File: src/rtl/vmem_arbiter.sv
// Single-port SRAM sequencer arbitrating display reads against SPI command writes.
// Optional write-wait statistics are built when VMEM_ARB_STATS_EN is defined.
module vmem_arbiter #(
  parameter int AWIDTH     = 19,
  parameter int DWIDTH     = 8,
  parameter int RD_CYCLES  = 2,
  parameter int WR_CYCLES  = 2,
  parameter int STARVE_MAX = 4
) (
  input  logic              MemClk,
  input  logic              MemRst,
  input  logic              DispReq,
  input  logic [AWIDTH-1:0] DispAddr,
  output logic              DispGnt,
  output logic [DWIDTH-1:0] DispData,
  output logic              DispValid,
  input  logic              WrReq,
  input  logic [AWIDTH-1:0] WrAddr,
  input  logic [DWIDTH-1:0] WrData,
  output logic              WrGnt,
  output logic              WrDone,
  output logic [AWIDTH-1:0] MemAddrPort,
  output logic [DWIDTH-1:0] MemDataOut,
  input  logic [DWIDTH-1:0] MemDataIn,
  output logic              MemDataDrive,
  output logic              MemWriteEnable,
  output logic              MemOutputEnable,
  output logic              Busy,
  output logic [7:0]        WaitMax
);

  localparam int MAX_CYC = (RD_CYCLES > WR_CYCLES) ? RD_CYCLES : WR_CYCLES;
  localparam int CW      = $clog2(MAX_CYC + 1);
  localparam int SW      = $clog2(STARVE_MAX + 1);

  typedef enum logic [2:0] {
    IDLE,
    RD,
    WR_SETUP,
    WR_PULSE,
    WR_HOLD
  } state_t;

  state_t        state, state_n;
  logic [CW-1:0] cnt, cnt_n;
  logic [SW-1:0] starve, starve_n;
  logic          rd_win, wr_win;
  logic          rd_last;

  assign rd_last = (state == RD) && (cnt == CW'(RD_CYCLES - 1));

  // Arbitration and sequencing; writes only beat a pending read once starved.
  always_comb begin
    state_n = state;
    cnt_n   = cnt;
    rd_win  = 1'b0;
    wr_win  = 1'b0;
    case (state)
      IDLE: begin
        if (WrReq && (!DispReq || (starve >= SW'(STARVE_MAX)))) begin
          wr_win  = 1'b1;
          state_n = WR_SETUP;
          cnt_n   = '0;
        end else if (DispReq) begin
          rd_win  = 1'b1;
          state_n = RD;
          cnt_n   = '0;
        end
      end
      RD: begin
        if (cnt == CW'(RD_CYCLES - 1)) state_n = IDLE;
        else                           cnt_n   = cnt + CW'(1);
      end
      WR_SETUP: state_n = WR_PULSE;
      WR_PULSE: begin
        if (cnt == CW'(WR_CYCLES - 1)) state_n = WR_HOLD;
        else                           cnt_n   = cnt + CW'(1);
      end
      WR_HOLD: state_n = IDLE;
      default: state_n = IDLE;
    endcase
  end

  always_comb begin
    starve_n = starve;
    if (!WrReq || wr_win)
      starve_n = '0;
    else if (rd_win && (starve < SW'(STARVE_MAX)))
      starve_n = starve + SW'(1);
  end

  assign DispGnt = rd_win;
  assign WrGnt   = wr_win;

  always_ff @(posedge MemClk or posedge MemRst) begin
    if (MemRst) begin
      state  <= IDLE;
      cnt    <= '0;
      starve <= '0;
    end else begin
      state  <= state_n;
      cnt    <= cnt_n;
      starve <= starve_n;
    end
  end

  // Strobes are registered from the next state so the SRAM pins never glitch.
  always_ff @(posedge MemClk or posedge MemRst) begin
    if (MemRst) begin
      MemOutputEnable <= 1'b1;
      MemWriteEnable  <= 1'b1;
      MemDataDrive    <= 1'b0;
      WrDone          <= 1'b0;
      Busy            <= 1'b0;
      DispValid       <= 1'b0;
      DispData        <= '0;
      MemAddrPort     <= '0;
      MemDataOut      <= '0;
    end else begin
      MemOutputEnable <= (state_n != RD);
      MemWriteEnable  <= (state_n != WR_PULSE);
      MemDataDrive    <= (state_n == WR_SETUP) || (state_n == WR_PULSE) ||
                         (state_n == WR_HOLD);
      WrDone          <= (state_n == WR_HOLD);
      Busy            <= (state_n != IDLE);
      DispValid       <= rd_last;
      if (rd_last)
        DispData <= MemDataIn;
      if (wr_win) begin
        MemAddrPort <= WrAddr;
        MemDataOut  <= WrData;
      end else if (rd_win) begin
        MemAddrPort <= DispAddr;
      end
    end
  end

`ifdef VMEM_ARB_STATS_EN
  logic [7:0] wait_cnt;

  // The wait count is sampled into the running maximum at the moment of grant.
  always_ff @(posedge MemClk or posedge MemRst) begin
    if (MemRst) begin
      wait_cnt <= '0;
      WaitMax  <= '0;
    end else if (wr_win) begin
      wait_cnt <= '0;
      if (wait_cnt > WaitMax)
        WaitMax <= wait_cnt;
    end else if (WrReq && (wait_cnt != 8'hFF)) begin
      wait_cnt <= wait_cnt + 8'd1;
    end
  end
`else
  assign WaitMax = '0;
`endif

endmodule

File: config.mk
export PLATFORM = sky130hd
export DESIGN_NAME = vmem_arbiter
export DESIGN_NICKNAME = d
export VERILOG_FILES = /design/src/rtl/vmem_arbiter.sv
export SDC_FILE = /design/constraint.sdc
export NUM_CORES = 1
export LEC_CHECK = 0
export BUFFER_PORTS_ARGS = -buffer_cell sky130_fd_sc_hd__buf_2
export CAP_MARGIN = 25
export CORE_MARGIN = 5
export CORE_UTILIZATION = 47
export DETAILED_ROUTE_END_ITERATION = 6
export GPL_TIMING_DRIVEN = 0
export PLACE_DENSITY = 0.89
export SLEW_MARGIN = 20
export SYNTH_ARGS = -nofsm -noshare
export SYNTH_HDL_FRONTEND = slang
export SYNTH_SLANG_ARGS = --single-unit
File: constraint.sdc
create_clock -name MemClk -period 2.24 [get_ports MemClk]
set_clock_uncertainty 0.1 [all_clocks]
set_input_delay 0.224 -clock MemClk [delete_from_list [all_inputs] [get_ports MemClk]]
set_output_delay 0.224 -clock MemClk [all_outputs]
set_load 0.03 [all_outputs]
==> results of run 1 <==
## worst max-delay path, stage by stage, from the launching register on
cell and delay, ns:
dfrtp_1 0.38, buf_6 0.14, nor3_4 0.28, nand3_1 0.19
buf_2 0.24, inv_1 0.07, buf_2 0.19
## cells by family after synthesis
logic type / synth area share, %
AOI/OAI and AO/OA: 20.2
adders and majority gates: 1.01
other: 0.152
buffers and inverters: 9.31
DFF: 49.7
xor gates and xnor gates: 0.354
and+or+nand+nor: 11.5
muxes: 7.69
## sequential cells by signal, summed over array words and instances, names as in the netlist
name	flops
WrDone	1
starve	3
Busy	1
MemOutputEnable	1
MemDataDrive	1
DispValid	1
cnt	2
state	3
MemAddrPort	19
DispData	8
MemWriteEnable	1
MemDataOut	8
## area by class of cell
| cell class | instances | share of cell area (%) |
|---|---|---|
| Sequential cell | 49 | 38.5 |
| Multi-Input combinational cell | 140 | 32.6 |
| Timing Repair Buffer | 101 | 16.5 |
| Buffer | 32 | 6.74 |
| Tap cell | 70 | 2.74 |
| Clock buffer | 8 | 2.51 |
| Inverter | 4 | 0.470 |
## cell usage after synthesis (2+ instances only)
library cell  number  area, µm²
nand2b_1           3       18.8
nand4_1           19        119
dfrtp_1           47       1180
o31ai_2           17        213
a21oi_1           21        105
mux2_1             6       67.6
buf_4             10       75.1
dfstp_2            2       52.6
nor2_1             5       18.8
inv_1              4       15.0
nand2_1            8       30.0
clkbuf_1          10       37.5
buf_6              3       33.8
o31ai_1            2       15.0
nand3_1            3       15.0
buf_2              6       30.0
ha_1               2       25.0
nor3_4             2       32.5
or2_2              2       12.5
a31oi_1           19        119
mux2_2            10        113
## worst max-delay path by stage
stage	startpoint	to	slack, ns	cells after the start
after floorplan	state[0]	DispGnt	0.37	5
after global placement	MemRst	MemAddrPort[10]	0.18	2
after detailed placement	state[0]	WrGnt	0.42	6
after CTS	state[0]	WrGnt	0.07	6
after global routing	state[0]	WrGnt	0.009	6
final	state[0]	WrGnt	0.13	6
## routing by layer
layer  vias up  share of wire (%)  track usage [%]
met5         -                  0                0
met1       996                 41             22.9
li1       1027                  -                -
met4         0               0.74             3.92
met2        84                 50             31.4
met3         5                8.5             4.34
## stage by stage
stage | cells | util, % | instance area, µm²
3_5_place_dp | 395 | 60.7 | 3100
4_1_cts | 404 | 62.5 | 3190
5_1_grt | 404 | 62.5 | 3190
2_1_floorplan | 225 | - | 2500
6_report | 404 | 62.5 | 3190
3_3_place_gp | 394 | 60.3 | 3080
## placed cells by master (no fill, tap or decap), types with 2 or more instances in the layout
master / instances
buf_12: 2
ha_1: 2
inv_1: 3
dfstp_2: 2
nor3_4: 2
a31oi_1: 19
a21oi_1: 21
dfrtp_1: 47
nor2_1: 5
nand4_1: 19
buf_2: 105
o31ai_2: 17
nand3_1: 3
nand2b_1: 3
conb_1: 8
mux2_1: 6
nand2_1: 8
buf_4: 10
o31ai_1: 2
clkbuf_1: 13
clkbuf_8: 5
buf_6: 3
or2_2: 2
mux2_2: 10
## power by group through the flow
stage / clock network (µW) / registers (µW) / logic [µW]
floorplan: 0 / 2220 / 1090
global placement: 0 / 1490 / 2430
detailed placement: 0 / 1510 / 2490
CTS: 508 / 1490 / 2490
global route: 550 / 1530 / 2670
finish: 489 / 1490 / 2470
==> impl_metrics.env, run 1 <==
export IMPL_power_ir_vdd_worst_v=0.000580
export IMPL_detail_route_wl_per_cell_um=15.0
export IMPL_worst_ep_required_time_ns=1.92
export IMPL_hold_violations=0
export IMPL_clkSlewWorstSetupHoldPaths_ns=0.08
export IMPL_cts_hold_buffers_added=1
export IMPL_cts_num_sinks=49
export IMPL_dieArea_um2=6810
export IMPL_layout_worst_path_cycle_share_pct=94.1
export IMPL_async_flop_share_pct=100
export IMPL_ctsResizeCount=0
export IMPL_violation_count_after_the_first_detailed_route_iteration=74
export IMPL_detail_route_antenna_nets=0
export IMPL_timing_final_crit_period_ns=2.11
export IMPL_drv_max_cap_violation_count=0
export IMPL_critical_path_reg2reg_endpoint="MemDataOut[2]"
export IMPL_multi_input_area_um2=1040
export IMPL_power_report_internal_total_uw=2400
export IMPL_layout_area_overhead_vs_synth_pct=29.1
export IMPL_finalSetupTns_ns=0
export IMPL_sequential_cell_fraction_of_total_power_pct=33.5
export IMPL_setup_worst_path_end_class="output pin"
export IMPL_cts_buffers_inserted=5
export IMPL_drc=0
export IMPL_leftover_overflow_at_the_end_of_global_routing=0
export IMPL_synth_area_per_cell_um2=11.3
export IMPL_preCtsSetupSlack_ns=0.419
export IMPL_whs_path_depth=2
export IMPL_initial_utilization_pct=48.4
export IMPL_design_power_total_uw=4460
export IMPL_grt_usage_pct=18.1
export IMPL_grt_first_pass_wirelength_um=9500
export IMPL_timing_setup_critical_path_class="reg -> out"
export IMPL_clkLatencyLatePin_ns=0.29
export IMPL_power_switching_uw=2060
export IMPL_io_pins=109
export IMPL_timing_final_ws_setup_ns=0.131
export IMPL_die_height_um=82.5
export IMPL_synth_cell_types=38
export IMPL_finalWirelength_um=6070
export IMPL_arrival_ns=1.78
export IMPL_detailed_place_hpwl_um=4550
export IMPL_holdCritPathClass="in -> reg"
export IMPL_port_buffer_count=99
export IMPL_max_freq_mhz=474
export IMPL_leak_pwr_uw=0.00148
export IMPL_cts_root_buf="clkbuf_8"
export IMPL_cts_setup_buffers=0
export IMPL_final_fill_count=438
export IMPL_postSynthRegisterBits=49
export IMPL_syn_cell_area_um2=2470
export IMPL_worst_r2r_path_depth=5
export IMPL_antenna_diode_count=0
export IMPL_grt_pass1_vias=2091
export IMPL_rr_startpoint="state[0]"
export IMPL_drt_pass1_iter_count=4
export IMPL_fin_hold_ws_ns=0.0429
export IMPL_via_count=2112
export IMPL_timing_final_max_slew_violations=0
export IMPL_netSwitchingFraction_pct=46.2
export IMPL_reg2reg_setup_slack_ns=0.46
export IMPL_floorplan_core_area_um2=5110
export IMPL_setup_repair_after_global_routing_missed_its_margin="false"
export IMPL_grt_start_max_net_pins=30
export IMPL_clock_power_share_pct=11.0
export IMPL_layout_nets=393
export IMPL_synth_top_flop_cell="dfrtp_1"
export IMPL_path_max_fanout=10
export IMPL_critical_hold_path_startpoint="WrData[1]"
export IMPL_synth_seq_area_share_pct=49.7
export IMPL_setup_worst_path_start_class="flip-flop"
export IMPL_cts_max_level=2
export IMPL_chip_width_um=82.5
export IMPL_cts_tree="built"
export IMPL_run_status="finished, final reports clean"
export IMPL_worstHoldEndpoint="MemDataOut[1]"
export IMPL_proportion_of_power_drawn_by_combinational_gates_pct=55.5
export IMPL_drive_above_1_share_pct=49.4
export IMPL_antenna_found_initial=0
export IMPL_floorplan_rows=26
export IMPL_final_seq_area_um2=1230
export IMPL_pwr_density_cell_nw_per_um2=1400
export IMPL_synth_edff_count=0
export IMPL_ctsLongestPathBuffers=2
export IMPL_globalplace_congestion=0.784
export IMPL_ys_warn_count=0
export IMPL_report_final_setup_viol=0
export IMPL_syn_instance_count=218
export IMPL_vias_per_cell=5.23
Note: power is estimated with default switching activity, not from simulation.
==> run 2, diff against run 1 <==
--- a/config.mk
+++ b/config.mk
@@ -6,12 +6,13 @@
 export NUM_CORES = 1
 export LEC_CHECK = 0
 export BUFFER_PORTS_ARGS = -buffer_cell sky130_fd_sc_hd__buf_2
-export CAP_MARGIN = 25
+export CAP_MARGIN = 10
+export CORE_ASPECT_RATIO = 1.1
 export CORE_MARGIN = 5
-export CORE_UTILIZATION = 47
+export CORE_UTILIZATION = 43
 export DETAILED_ROUTE_END_ITERATION = 6
 export GPL_TIMING_DRIVEN = 0
-export PLACE_DENSITY = 0.89
+export PLACE_DENSITY = 0.86
 export SLEW_MARGIN = 20
 export SYNTH_ARGS = -nofsm -noshare
 export SYNTH_HDL_FRONTEND = slang
==> constraint.sdc (replaced) <==
create_clock -name MemClk -period 1.75 [get_ports MemClk]
set_clock_uncertainty 0.1 [all_clocks]
set_input_delay 0.175 -clock MemClk [delete_from_list [all_inputs] [get_ports MemClk]]
set_output_delay 0.175 -clock MemClk [all_outputs]
set_load 0.03 [all_outputs]
==> run 2 against run 1 <==
Compared with the run above:
- the flow now finishes with violations (negative setup slack)
- final cell count up 5.9%
- largest power group unchanged
- final area up 8.1%
- combinational power is 40% higher
- total power is 35% higher
- wire length grew 7.3%
- critical path type unchanged
- core utilization decreased by 1.9 points
- first-iteration DRC count decreased by 51%
- clock power grew 35%
- critical path depth is 1 lower
- sequential cell count did not move
- sequential power grew 28%
- die area is 8.2% higher
==> impl_metrics.env, run 2 (synthesized netlist as in run 1, its figures left out) <==
export IMPL_run_status="complete, but fails checks"
export IMPL_violations="negative setup slack"
export IMPL_cts_tree="built"
export IMPL_whs_path_depth=2
export IMPL_largest_register_ff_count=19
export IMPL_top_regs="MemAddrPort x19, DispData x8, MemDataOut x8"
export IMPL_leak_pwr_uw=0.00160
export IMPL_cts_max_level=2
export IMPL_floorplan_rows=29
export IMPL_port_buffer_count=99
export IMPL_setup_worst_path_start_class="flip-flop"
export IMPL_final_seq_area_um2=1230
export IMPL_drc=0
export IMPL_hold_violations=0
export IMPL_timing_final_max_slew_violations=0
export IMPL_globalplace_congestion=0.791
export IMPL_ctsLongestPathBuffers=2
export IMPL_antenna_found_initial=0
export IMPL_finalWirelength_um=6510
export IMPL_netSwitchingFraction_pct=45.2
export IMPL_detail_route_antenna_nets=0
export IMPL_power_switching_uw=2720
export IMPL_floorplan_core_area_um2=5700
export IMPL_holdCritPathClass="in -> reg"
export IMPL_drive_above_1_share_pct=53.6
export IMPL_leftover_overflow_at_the_end_of_global_routing=0
export IMPL_sequential_cell_fraction_of_total_power_pct=31.7
export IMPL_max_freq_mhz=545
export IMPL_layout_area_overhead_vs_synth_pct=39.5
export IMPL_layout_common_cells="101 x buf_2, 47 x dfrtp_1, 23 x buf_4"
export IMPL_io_pins=109
export IMPL_pwr_density_cell_nw_per_um2=1750
export IMPL_postLayoutCoreUtil_pct=60.6
export IMPL_setup_repair_after_global_routing_missed_its_margin="true"
export IMPL_worst_r2r_path_depth=6
export IMPL_path_max_fanout=5
export IMPL_grt_pass1_vias=2229
export IMPL_grt_first_pass_wirelength_um=10300
export IMPL_layout_nets=411
export IMPL_cts_num_sinks=49
export IMPL_multi_input_area_um2=1080
export IMPL_initial_utilization_pct=43.4
export IMPL_clkSlewWorstSetupHoldPaths_ns=0.08
export IMPL_preCtsSetupSlack_ns=-0.104
export IMPL_proportion_of_power_drawn_by_combinational_gates_pct=57.3
export IMPL_drv_max_cap_violation_count=0
export IMPL_chip_width_um=82.3
export IMPL_mostFrequentLayoutCell="buf_2"
export IMPL_power_ir_vdd_worst_v=0.000868
export IMPL_detail_route_wl_per_cell_um=15.2
export IMPL_arrival_ns=1.56
export IMPL_antenna_diode_count=0
export IMPL_grt_usage_pct=18.1
export IMPL_drt_pass1_iter_count=4
export IMPL_report_final_setup_viol=18
export IMPL_cts_buffers_inserted=5
export IMPL_timing_final_ws_setup_ns=-0.0855
export IMPL_power_report_internal_total_uw=3300
export IMPL_detailed_place_hpwl_um=4610
export IMPL_worst_ep_required_time_ns=1.47
export IMPL_die_height_um=89.5
export IMPL_cts_root_buf="clkbuf_8"
export IMPL_grt_start_max_net_pins=35
export IMPL_final_fill_count=518
export IMPL_timing_setup_critical_path_class="reg -> out"
export IMPL_violation_count_after_the_first_detailed_route_iteration=36
export IMPL_postPlaceCellArea_um2=3110
export IMPL_dieArea_um2=7370
export IMPL_stdcell_area_um2=3450
export IMPL_clkLatencyLatePin_ns=0.30
export IMPL_max_flop_register="MemAddrPort"
export IMPL_clock_power_share_pct=11.0
export IMPL_setup_worst_path_end_class="output pin"
export IMPL_timing_final_crit_period_ns=1.84
export IMPL_via_count=2182
export IMPL_vias_per_cell=5.10
export IMPL_layout_worst_path_cycle_share_pct=105
run 2: power groups by stage:
stage          combinational (µW)  clock (µW)  sequential (µW)
2_1_floorplan                1400           0             2850
3_3_place_gp                 3130           0             1910
3_5_place_dp                 3190           0             1940
4_1_cts                      3330         689             1910
5_1_grt                      3720         738             1970
6_report                     3450         662             1910
run 2: final cells by class:
type | count | share of cell area [%]
plain buffers | 31 | 6.96
clock buffers | 7 | 2.50
inverters | 4 | 0.435
multi-input cells | 140 | 31.4
flip-flops and latches | 49 | 35.6
well taps | 77 | 2.79
repair buffers | 120 | 20.2
run 2: per-stage QoR:
| step | TNS [ns] | std cells | power, µW | hold slack, ns |
|---|---|---|---|---|
| 2_1_floorplan | 0 | 225 | 4250 | 0.207 |
| 3_5_place_dp | -1.33 | 402 | 5130 | 0.0760 |
| 5_1_grt | -1.57 | 428 | 6430 | 0.00702 |
| 3_3_place_gp | -14.81 | 401 | 5030 | 0.289 |
| 6_report | -0.500 | 428 | 6020 | 0.0160 |
| 4_1_cts | -0.800 | 421 | 5930 | 0.00273 |
run 2: critical path: stages (launching register included):
cell and delay (ns):
dfrtp_1 0.38, buf_6 0.13, or3_4 0.41, buf_12 0.14, nor2_4 0.07, buf_6 0.13
run 2: worst paths after layout:
| check | to | from | slack [ns] |
|---|---|---|---|
| min | DispData[6] | MemDataIn[6] | 0.02 |
| min in group asynchronous | MemAddrPort[0] | MemRst | 0.30 |
| max in group asynchronous | MemOutputEnable | MemRst | 0.69 |
| max reg2reg | MemAddrPort[4] | state[0] | -0.05 |
| min reg2reg | MemDataOut[0] | MemDataOut[0] | 0.39 |
| max | DispGnt | state[0] | -0.09 |
run 2: repair_timing:
action | CTS | global route
hold buffers | 7 | 1
resized for setup | 14 | 21
endpoints found under the setup margin | 36 | 33
pin swaps | 8 | 7
hold endpoints to repair | 21 | 1
buffers inserted | 6 | 6
run 2: metal layers:
| metal | up-vias | track usage [%] | wire length [µm] |
|---|---|---|---|
| met1 | 1040 | 21.7 | 2550 |
| met2 | 78 | 31.6 | 3420 |
| met5 | - | 0 | 0 |
| li1 | 1057 | - | - |
| met3 | 7 | 3.53 | 431 |
| met4 | 0 | 7.40 | 116 |
